==> src/rtl/cart_pkg.sv <==
// cart_pkg -- shared constants and helpers for the Atari-style bank-switched
// cartridge controller.
//
// Contents:
//   hotspot_base()  first hotspot address for a given NBANK_LOG2
//   hotspot_limit() last hotspot address for a given NBANK_LOG2
//   reset_bank()    bank selected out of reset (the highest bank)
//   SC_RAM_SIZE     Superchip RAM depth in bytes
//   SC_WR_LO/HI     Superchip write window (console address)
//   SC_RD_LO/HI     Superchip read window (console address)
package cart_pkg;

  localparam int SC_RAM_SIZE = 128;
  localparam int SC_AW       = $clog2(SC_RAM_SIZE);

  localparam logic [11:0] SC_WR_LO = 12'h000;
  localparam logic [11:0] SC_WR_HI = 12'h07F;
  localparam logic [11:0] SC_RD_LO = 12'h080;
  localparam logic [11:0] SC_RD_HI = 12'h0FF;

  // F8 = 2 banks, F6 = 4 banks, F4 = 8 banks. The hotspot block always ends
  // at FF9 or FFB and holds exactly one address per bank.
  function automatic logic [11:0] hotspot_base(input int nbank_log2);
    case (nbank_log2)
      1:       return 12'hFF8;
      2:       return 12'hFF6;
      3:       return 12'hFF4;
      default: return 12'hFF8;
    endcase
  endfunction

  function automatic logic [11:0] hotspot_limit(input int nbank_log2);
    case (nbank_log2)
      1:       return 12'hFF9;
      2:       return 12'hFF9;
      3:       return 12'hFFB;
      default: return 12'hFF9;
    endcase
  endfunction

  // Cartridges boot from the last bank, which holds the reset vector.
  function automatic int reset_bank(input int nbank_log2);
    return (1 << nbank_log2) - 1;
  endfunction

endpackage

==> src/rtl/cart_sc_ram.sv <==
// cart_sc_ram -- 128-byte Superchip RAM: one synchronous write port and one
// asynchronous read port. Contents are deliberately not reset so that a
// console reset preserves game state.
//
// Ports:
//   clk    clock
//   we     write enable (write happens on rising edge)
//   waddr  write address
//   wdata  write data
//   raddr  read address
//   rdata  read data (combinational)
module cart_sc_ram
  import cart_pkg::*;
(
  input  logic             clk,
  input  logic             we,
  input  logic [SC_AW-1:0] waddr,
  input  logic [7:0]       wdata,
  input  logic [SC_AW-1:0] raddr,
  output logic [7:0]       rdata
);

  logic [7:0] mem [SC_RAM_SIZE];

  always_ff @(posedge clk) begin
    if (we) mem[waddr] <= wdata;
  end

  assign rdata = mem[raddr];

endmodule

==> src/rtl/cart_bank_ctrl.sv <==
// cart_bank_ctrl -- bank-switch controller for F8/F6/F4 cartridges with an
// optional Superchip RAM, compiled in only when macro CART_SC_RAM_EN is
// defined.
//
// Ports:
//   MCLK      machine clock, all state on rising edge
//   RES_N     synchronous active-low reset
//   CS        cartridge select (console address bit 12)
//   ADDR      console cartridge address [11:0]
//   D_WR      console CPU data-out bus
//   ROM_D     data from external ROM
//   ROM_ADDR  external ROM address = {BANK, ADDR}
//   D_OUT     data returned to console
//   BANK      current bank register
//
// Bus qualification: there is no valid/ready handshake. Each cycle with CS=1
// is a bus cycle; a new access is one where CS just rose or ADDR changed
// while CS stayed high, so an access stretched over several cycles (RDY
// stall) is treated as a single access.
module cart_bank_ctrl
  import cart_pkg::*;
#(
  parameter int NBANK_LOG2 = 1
) (
  input  logic                   MCLK,
  input  logic                   RES_N,
  input  logic                   CS,
  input  logic [11:0]            ADDR,
  input  logic [7:0]             D_WR,
  input  logic [7:0]             ROM_D,
  output logic [NBANK_LOG2+11:0] ROM_ADDR,
  output logic [7:0]             D_OUT,
  output logic [NBANK_LOG2-1:0]  BANK
);

  localparam logic [11:0] HS_BASE  = hotspot_base(NBANK_LOG2);
  localparam logic [11:0] HS_LIMIT = hotspot_limit(NBANK_LOG2);
  localparam logic [NBANK_LOG2-1:0] HS_BASE_LO = HS_BASE[NBANK_LOG2-1:0];
  localparam logic [NBANK_LOG2-1:0] RST_BANK =
    NBANK_LOG2'(reset_bank(NBANK_LOG2));

  logic                  prev_cs;
  logic [11:0]           prev_addr;
  logic                  new_access;
  logic                  in_hotspot;
  logic [NBANK_LOG2-1:0] hs_bank;

  assign new_access = CS && (!prev_cs || (ADDR != prev_addr));
  assign in_hotspot = (ADDR >= HS_BASE) && (ADDR <= HS_LIMIT);
  // Bank index is the offset into the hotspot block; only the low bits
  // matter because the block holds exactly 2^NBANK_LOG2 addresses.
  assign hs_bank    = ADDR[NBANK_LOG2-1:0] - HS_BASE_LO;

  always_ff @(posedge MCLK) begin
    if (!RES_N) begin
      BANK      <= RST_BANK;
      prev_cs   <= 1'b0;
      prev_addr <= 12'h000;
    end else begin
      prev_cs   <= CS;
      prev_addr <= ADDR;
      if (new_access && in_hotspot) BANK <= hs_bank;
    end
  end

  // The switch lands on the edge, so the triggering cycle still sees the
  // old bank here.
  assign ROM_ADDR = {BANK, ADDR};

`ifdef CART_SC_RAM_EN
  logic       ram_we;
  logic       ram_rd;
  logic [7:0] ram_rdata;

  assign ram_we = CS && (ADDR >= SC_WR_LO) && (ADDR <= SC_WR_HI);
  assign ram_rd = CS && (ADDR >= SC_RD_LO) && (ADDR <= SC_RD_HI);

  cart_sc_ram u_sc_ram (
    .clk   (MCLK),
    .we    (ram_we),
    .waddr (ADDR[SC_AW-1:0]),
    .wdata (D_WR),
    .raddr (ADDR[SC_AW-1:0]),
    .rdata (ram_rdata)
  );

  // The write window reads back as open bus (all ones).
  always_comb begin
    D_OUT = ROM_D;
    if (ram_rd)      D_OUT = ram_rdata;
    else if (ram_we) D_OUT = 8'hFF;
  end
`else
  logic unused_d_wr;
  assign unused_d_wr = ^D_WR;
  assign D_OUT       = ROM_D;
`endif

endmodule

==> config.mk <==
export PLATFORM = sky130hd
export DESIGN_NAME = cart_bank_ctrl
export DESIGN_NICKNAME = d
export VERILOG_FILES = /design/src/rtl/cart_pkg.sv /design/src/rtl/cart_sc_ram.sv /design/src/rtl/cart_bank_ctrl.sv
export SDC_FILE = /design/constraint.sdc
export NUM_CORES = 1
export LEC_CHECK = 0
export CORE_UTILIZATION = 30
export CTS_CLUSTER_SIZE = 12
export DETAILED_ROUTE_END_ITERATION = 8
export PLACE_DENSITY = 0.86
export RECOVER_POWER = 25
export SLEW_MARGIN = 20
export SYNTH_ARGS = -nofsm -noshare
export SYNTH_HDL_FRONTEND = slang
export SYNTH_HIERARCHICAL = 1
export SYNTH_SLANG_ARGS = --single-unit
==> constraint.sdc <==
create_clock -name MCLK -period 1.2 [get_ports MCLK]
set_input_delay 0.18 -clock MCLK [delete_from_list [all_inputs] [get_ports MCLK]]
set_output_delay 0.18 -clock MCLK [all_outputs]
set_load 0.05 [all_outputs]
==> results of run 1 <==
[registers in the layout (all words and copies together), names as in the netlist]
signal,cells
prev_addr,12
BANK,1
prev_cs,1
[cell families (layout without fill, tap and decap cells)]
kind of cell | Yosys count | after routing
compound gates | 1 | 1
xor+xnor | 12 | 12
buf+inv | 22 | 45
flops | 14 | 14
simple gates | 24 | 24
[stage by stage]
stage | cells | util [%] | total power, mW
floorplan | 73 | - | 0.745
global placement | 120 | 50.0 | 0.841
detailed placement | 120 | 50.0 | 0.846
CTS | 124 | 51.8 | 1.18
global route | 124 | 51.8 | 1.23
finish | 124 | 51.8 | 1.17
[power groups by stage]
stage | Clock [mW] | Combinational [mW] | Sequential (mW)
2_1_floorplan | 0 | 0.239 | 0.507
3_3_place_gp | 0 | 0.334 | 0.507
3_5_place_dp | 0 | 0.338 | 0.508
4_1_cts | 0.344 | 0.337 | 0.498
5_1_grt | 0.374 | 0.352 | 0.500
6_report | 0.335 | 0.334 | 0.498
[worst paths after layout]
path	slack, ns	startpoint	depth (start not counted)	endpoint
worst max register to register	-0.21	prev_addr[7]	5	BANK
worst min register to register	0.65	prev_cs	4	BANK
worst min-delay path	0.36	ROM_D[5]	0	D_OUT[5]
worst max-delay path	-0.23	ADDR[10]	6	BANK
[metal layers]
metal  vias up  GRT usage [%]  wire length, um
met2        22           19.5              672
met3         7           2.68               76
met4         0           10.6               46
met5         -              0                0
li1        259              -                -
met1       238           13.2              539
[placed cells by master (no fill, tap or decap), types with 2 or more instances in the layout]
master	instances
nand4b_1	2
buf_12	14
buf_4	13
dlygate4sd2_1	4
dfxtp_1	13
clkdlybuf4s50_1	10
and2_1	12
clkbuf_4	3
nand4_1	3
xnor2_1	11
[critical path, delay by kind of cell]
family          cells  cell delay (ns)
simple gates        3             0.71
buf+inv             1             0.51
xor+xnor            1             0.13
compound gates      1             0.12
[area by class of cell]
| class | count | area (um2) | share of cell area, % |
|---|---|---|---|
| repair buffers | 41 | 513 | 44.4 |
| clock buffers | 4 | 36.3 | 3.14 |
| multi-input cells | 37 | 290 | 25.1 |
| flip-flops and latches | 14 | 282 | 24.4 |
| well taps | 28 | 35.0 | 3.03 |
[what timing repair did]
item	in CTS	in global routing
hold buffers	0	0
pin swaps	3	1
endpoints found under the setup margin	1	1
resized for setup	6	0
==> summary.md, run 1 <==
| Metric | Value |
|---|---|
| Row count | `17` |
| Vias in the first global route | `520` |
| Crit share post-route | `119%` |
| Critical Path AT | `between 1.5 and 2 ns` |
| Max_cap viols | `0` |
| Synth Area in Compound Gates | `about 1.6%` |
| Pin count of the biggest net entering global routing | `15` |
| Violated checks | `negative setup slack` |
| Worst skew pair latency | `0.28 ns` |
| Sw frac | `a little over a quarter` |
| Clock share of power | `between 20 and 30%` |
| Hold/Removal Path Class | `in -> out` |
| Synth area leader | `dfxtp_1` |
| Startpoint types | `input pin` |
| CP Max Fanout | `2` |
| Worst Path Required | `between 1 and 1.5 ns` |
| Seq pwr share | `a little over two fifths` |
| Dominant cells by area after synthesis | `dfxtp_1 (39%), buf_4 (22%), xnor2_1 (15%), and2_1 (10%), nand4_1 (2.6%)` |
| Syn avg cell area | `9.86 um2` |
| Routed vias/inst | `4.24` |
| Critical path's largest stage delay | `between 0.5 and 0.6 ns` |
| Setup-failing EPs final | `1` |
| Worst IR Drop VDD | `about 0.63 mV` |
| Status | `complete, but fails checks` |
| RePlAce Congestion | `approximately 0.72` |
| DIE AREA | `~0.0026 mm2` |
| Power share of the combinational group | `between 20% and 30%` |
| Fin. Hold Viols | `0` |
| Share of layout cells above drive strength 1 | `39.6%` |
| Worst setup EP type | `flip-flop` |
| Grt total ovfl | `0` |
| Routed vias | `526` |
| Post-synth EDFFs | `0` |
| Synth Area in Adders | `0%` |
| Worst-margin pin slew | `around 0.38 ns` |
| Die Wd | `between 50 and 60 um` |
| Io pins | `53` |
| Drt pass-1 iters | `3` |
| Post-Synth XOR/XNOR Area | `14.6%` |
| Pint | `~0.86 mW` |
| Initial core utilization | `between 30 and 40%` |
| Flops & latches, synth | `14` |
| Final Critical Period | `about 1.4 ns` |
| CP max stage cell | `clkdlybuf4s50_1` |
| Worst-path cell chain | `clkdlybuf4s50_1 -> xnor2_1 -> nand4_1 -> or4_4 -> a21boi_2 -> nand3b_1` |
| IO Port Bufs | `28` |
| Max_slew headroom | `between 70 and 80%` |
| Synthesized area | `roughly 720 um2` |
| Total core area | `roughly 0.0022 mm2` |
| Register area share after synthesis | `slightly below 40%` |
| ANT nets after route | `0` |
| Count leader, synth | `buf_4` |
| Post-synth top cells | `buf_4 (21), dfxtp_1 (14), and2_1 (12), xnor2_1 (12), nand4_1 (3)` |
| Final TNS setup | `-0.229 ns` |
| YS warnings | `6` |
| Worst-path clk slew | `around 0.08 ns` |
| Post-CTS setup buffers | `0` |
| Number of buffers created by CTS | `3` |
| CTS tree | `yes` |
| Drt drc | `0` |
| Drt wl/cell | `between 10 and 15 um` |
| # nets final | `between 100 and 150` |
| P&R area growth vs syn | `60.7%` |
| Dominant synthesized flop cell | `dfxtp_1` |
| Final HPWL DP | `about 1.1 mm` |
| Fmax | `about 0.70 GHz` |
| # H-tree levels | `1` |
| Switching pwr | `approximately 0.31 mW` |
| RSZ-0062 raised after global routing | `true` |
| Clk sink count | `14` |
| Synth top area share | `about two fifths` |
| Synth Net Count | `about 100` |
| Setup WS pre-CTS | `-0.588 ns` |
| Pwr/cell area | `between 1000 and 1500 mW/mm2` |
| Slew Viols, Final | `0` |
| Post-route cell area | `approximately 0.0012 mm2` |
| Synth Area in Simple Gates | `about 22%` |
| Final WL | `between 1 and 1.5 mm` |
| Largest family of logic cells by synthesized area | `simple AND/OR/NAND/NOR gates` |
| WS Path Type | `in -> reg` |
| Post-synthesis mux area share | `0%` |
| Synth async-reset ratio | `0%` |
| Mapped Cells | `73` |
| Leak pwr | `roughly 0.47 nW` |
| Total track usage | `12.1%` |
| Slack of the critical path | `-0.229 ns` |
| Initial antenna violation count | `0` |
| Fillers | `between 150 and 200` |
| Placed Area | `approximately 0.0011 mm2` |
| Hold Worst Slack | `roughly 0.36 ns` |
| Clock tree buffer depth | `2` |
| Worst Skew | `around 0.0040 ns` |
| 1st-iter DRT viols | `6` |
| First-pass GRT wire length | `around 2.2 mm` |
| Die Ht | `between 50 and 60 um` |
| Distinct cells, synth | `14` |
| Root Buffer | `clkbuf_4` |
| Antenna fix cells | `0` |
No activity file was read; power rests on OpenSTA's default activity.
==> run 2, diff against run 1 <==
CORE_UTILIZATION = 33   (was 30)
PLACE_DENSITY = 0.89   (was 0.86)
clock period = 1.59 ns   (was 1.2 ns; I/O delays follow)
==> summary.md, run 2 (synthesized netlist as in run 1, its figures left out) <==
| Metric | Value |
|---|---|
| Status | `finished, final reports clean` |
| Worst skew pair latency | `between 0.2 and 0.3 ns` |
| DIE AREA | `~0.0024 mm2` |
| Total track usage | `13.8%` |
| Post-Layout Cell Count | `around 120` |
| CTS tree | `yes` |
| Row count | `16` |
| Share of layout cells above drive strength 1 | `between 30% and 40%` |
| Max_slew headroom | `roughly 75%` |
| Total core area | `around 0.002 mm2` |
| Startpoint types | `input pin` |
| Worst-path clk slew | `approximately 0.09 ns` |
| Slack of the critical path | `approximately 0.078 ns` |
| Final HPWL DP | `~1.1 mm` |
| Fin. Hold Viols | `0` |
| Clk sink count | `14` |
| Largest Register | `prev_addr` |
| Hold Worst Slack | `approximately 0.38 ns` |
| Area of the multi-input gates | `about 280 um2` |
| Clock tree buffer depth | `2` |
| Fmax | `approximately 0.66 GHz` |
| Root Buffer | `clkbuf_4` |
| Pwr/cell area | `slightly below 800 mW/mm2` |
| Slew Viols, Final | `0` |
| Vias in the first global route | `approximately 580` |
| IO Port Bufs | `28` |
| Grt total ovfl | `0` |
| Top delay family on crit path | `simple AND/OR/NAND/NOR gates` |
| P&R area growth vs syn | `55.5%` |
| Hold Path Origin | `ADDR[5]` |
| Worst setup EP type | `flip-flop` |
| Die Ht | `just under 50 um` |
| Initial core utilization | `around 36%` |
| CP Max Fanout | `2` |
| Drt drc | `0` |
| Most frequent cells in the layout | `dfxtp_1 (14), buf_4 (14)` |
| Final Critical Period | `between 1.5 and 2 ns` |
| # nets final | `127` |
| ANT nets after route | `0` |
| Worst Path Required | `between 1.5 and 2 ns` |
| Setup-failing EPs final | `0` |
| Antenna fix cells | `0` |
| 1st-iter DRT viols | `6` |
| First-pass GRT wire length | `2.47 mm` |
| Worst Setup SP | `ADDR[3]` |
| Placed Instances | `118` |
| Critical path's largest stage delay | `between 0.5 and 0.6 ns` |
| Max_cap viols | `0` |
| Number of buffers created by CTS | `3` |
| RR Startpoint | `prev_addr[9]` |
| RePlAce Congestion | `0.732` |
| Initial antenna violation count | `0` |
| Worst-margin pin slew | `roughly 0.38 ns` |
| Drt pass-1 iters | `4` |
| Fillers | `173` |
| Hold/Removal Path Class | `in -> reg` |
| Worst-path cell chain | `clkdlybuf4s50_1 -> xnor2_1 -> nand4_1 -> or4_4 -> nand3_1 -> nand3b_1` |
| WP buf/inv | `1` |
| Routed vias | `520` |
| WS Path Type | `in -> reg` |
| Critical Path AT | `around 1.7 ns` |
| Leak pwr | `roughly 0.46 nW` |
| # H-tree levels | `1` |
| Worst IR Drop VDD | `0.559 mV` |
| Final WL | `around 1.4 mm` |
| Io pins | `53` |
| Max reg flops | `12` |
| Drt wl/cell | `approximately 12 um` |
| CP max stage cell | `or4_4` |
| Setup WS pre-CTS | `-0.247 ns` |
| Register area | `between 200 and 300 um2` |
| RSZ-0062 raised after global routing | `false` |
| Routed vias/inst | `4.26` |
| Die Wd | `~49 um` |
| Crit share post-route | `between 90 and 100%` |
| Pin count of the biggest net entering global routing | `15` |
| Worst Skew | `between 0.005 and 0.006 ns` |
| Biggest registers after layout | `prev_addr x12, BANK x1, prev_cs x1` |
| Hold_buf cts | `0` |
[run 2: changes by cell type in the layout (fill, tap and decap cells not counted), moves of 2 or more]
| cell | previous run | this run |
|---|---|---|
| clkdlybuf4s50_1 | 10 | 12 |
| dlygate4sd2_1 | 4 | 0 |
| dlymetal6s2s_1 | 0 | 2 |
| buf_12 | 14 | 12 |
[run 2: power breakdown]
part	total [mW]	leakage [nW]	internal [mW]	switching (mW)
Clock	0.255	0.0210	0.139	0.116
Sequential	0.375	0.116	0.368	0.00737
Combinational	0.253	0.322	0.140	0.114
[run 2: stage by stage]
| stage | TNS, ns | power [mW] | instance area (um2) | util (%) |
|---|---|---|---|---|
| 2_1_floorplan | 0 | 0.562 | 719 | - |
| 3_3_place_gp | -0.225 | 0.634 | 1080 | 53.8 |
| 3_5_place_dp | -0.247 | 0.640 | 1080 | 53.8 |
| 4_1_cts | 0 | 0.898 | 1110 | 55.6 |
| 5_1_grt | 0 | 0.929 | 1120 | 55.9 |
| 6_report | 0 | 0.884 | 1120 | 55.9 |
[run 2: cell type report]
type,count,share of cell area (%)
multi-input cells,37,24.8
clock buffers,4,3.24
flip-flops and latches,14,25.1
well taps,27,3.02
repair buffers,40,43.8
[run 2: worst min-delay path, cell delays in order]
cell and delay [ns]:
dlymetal6s2s_1 0.13, buf_4 0.15, and2_1 0.11
[run 2: metal layers]
layer	wire length [um]	up-vias	global-route usage (%)
li1	-	261	-
met1	569	241	14.7
met2	753	18	25.0
met3	92	0	3.77
met4	0	0	6.37
met5	0	-	0
[run 2: worst paths after layout]
kind | end | slack [ns] | depth (start not counted)
max | BANK | 0.08 | 6
min | prev_addr[5] | 0.38 | 3
max reg2reg | BANK | 0.19 | 5
min reg2reg | BANK | 0.63 | 4
[run 2: repair_timing]
item,in CTS,in global routing
setup buffers,0,0
resized for setup,0,2
endpoints found under the setup margin,0,1
hold endpoints to repair,0,0
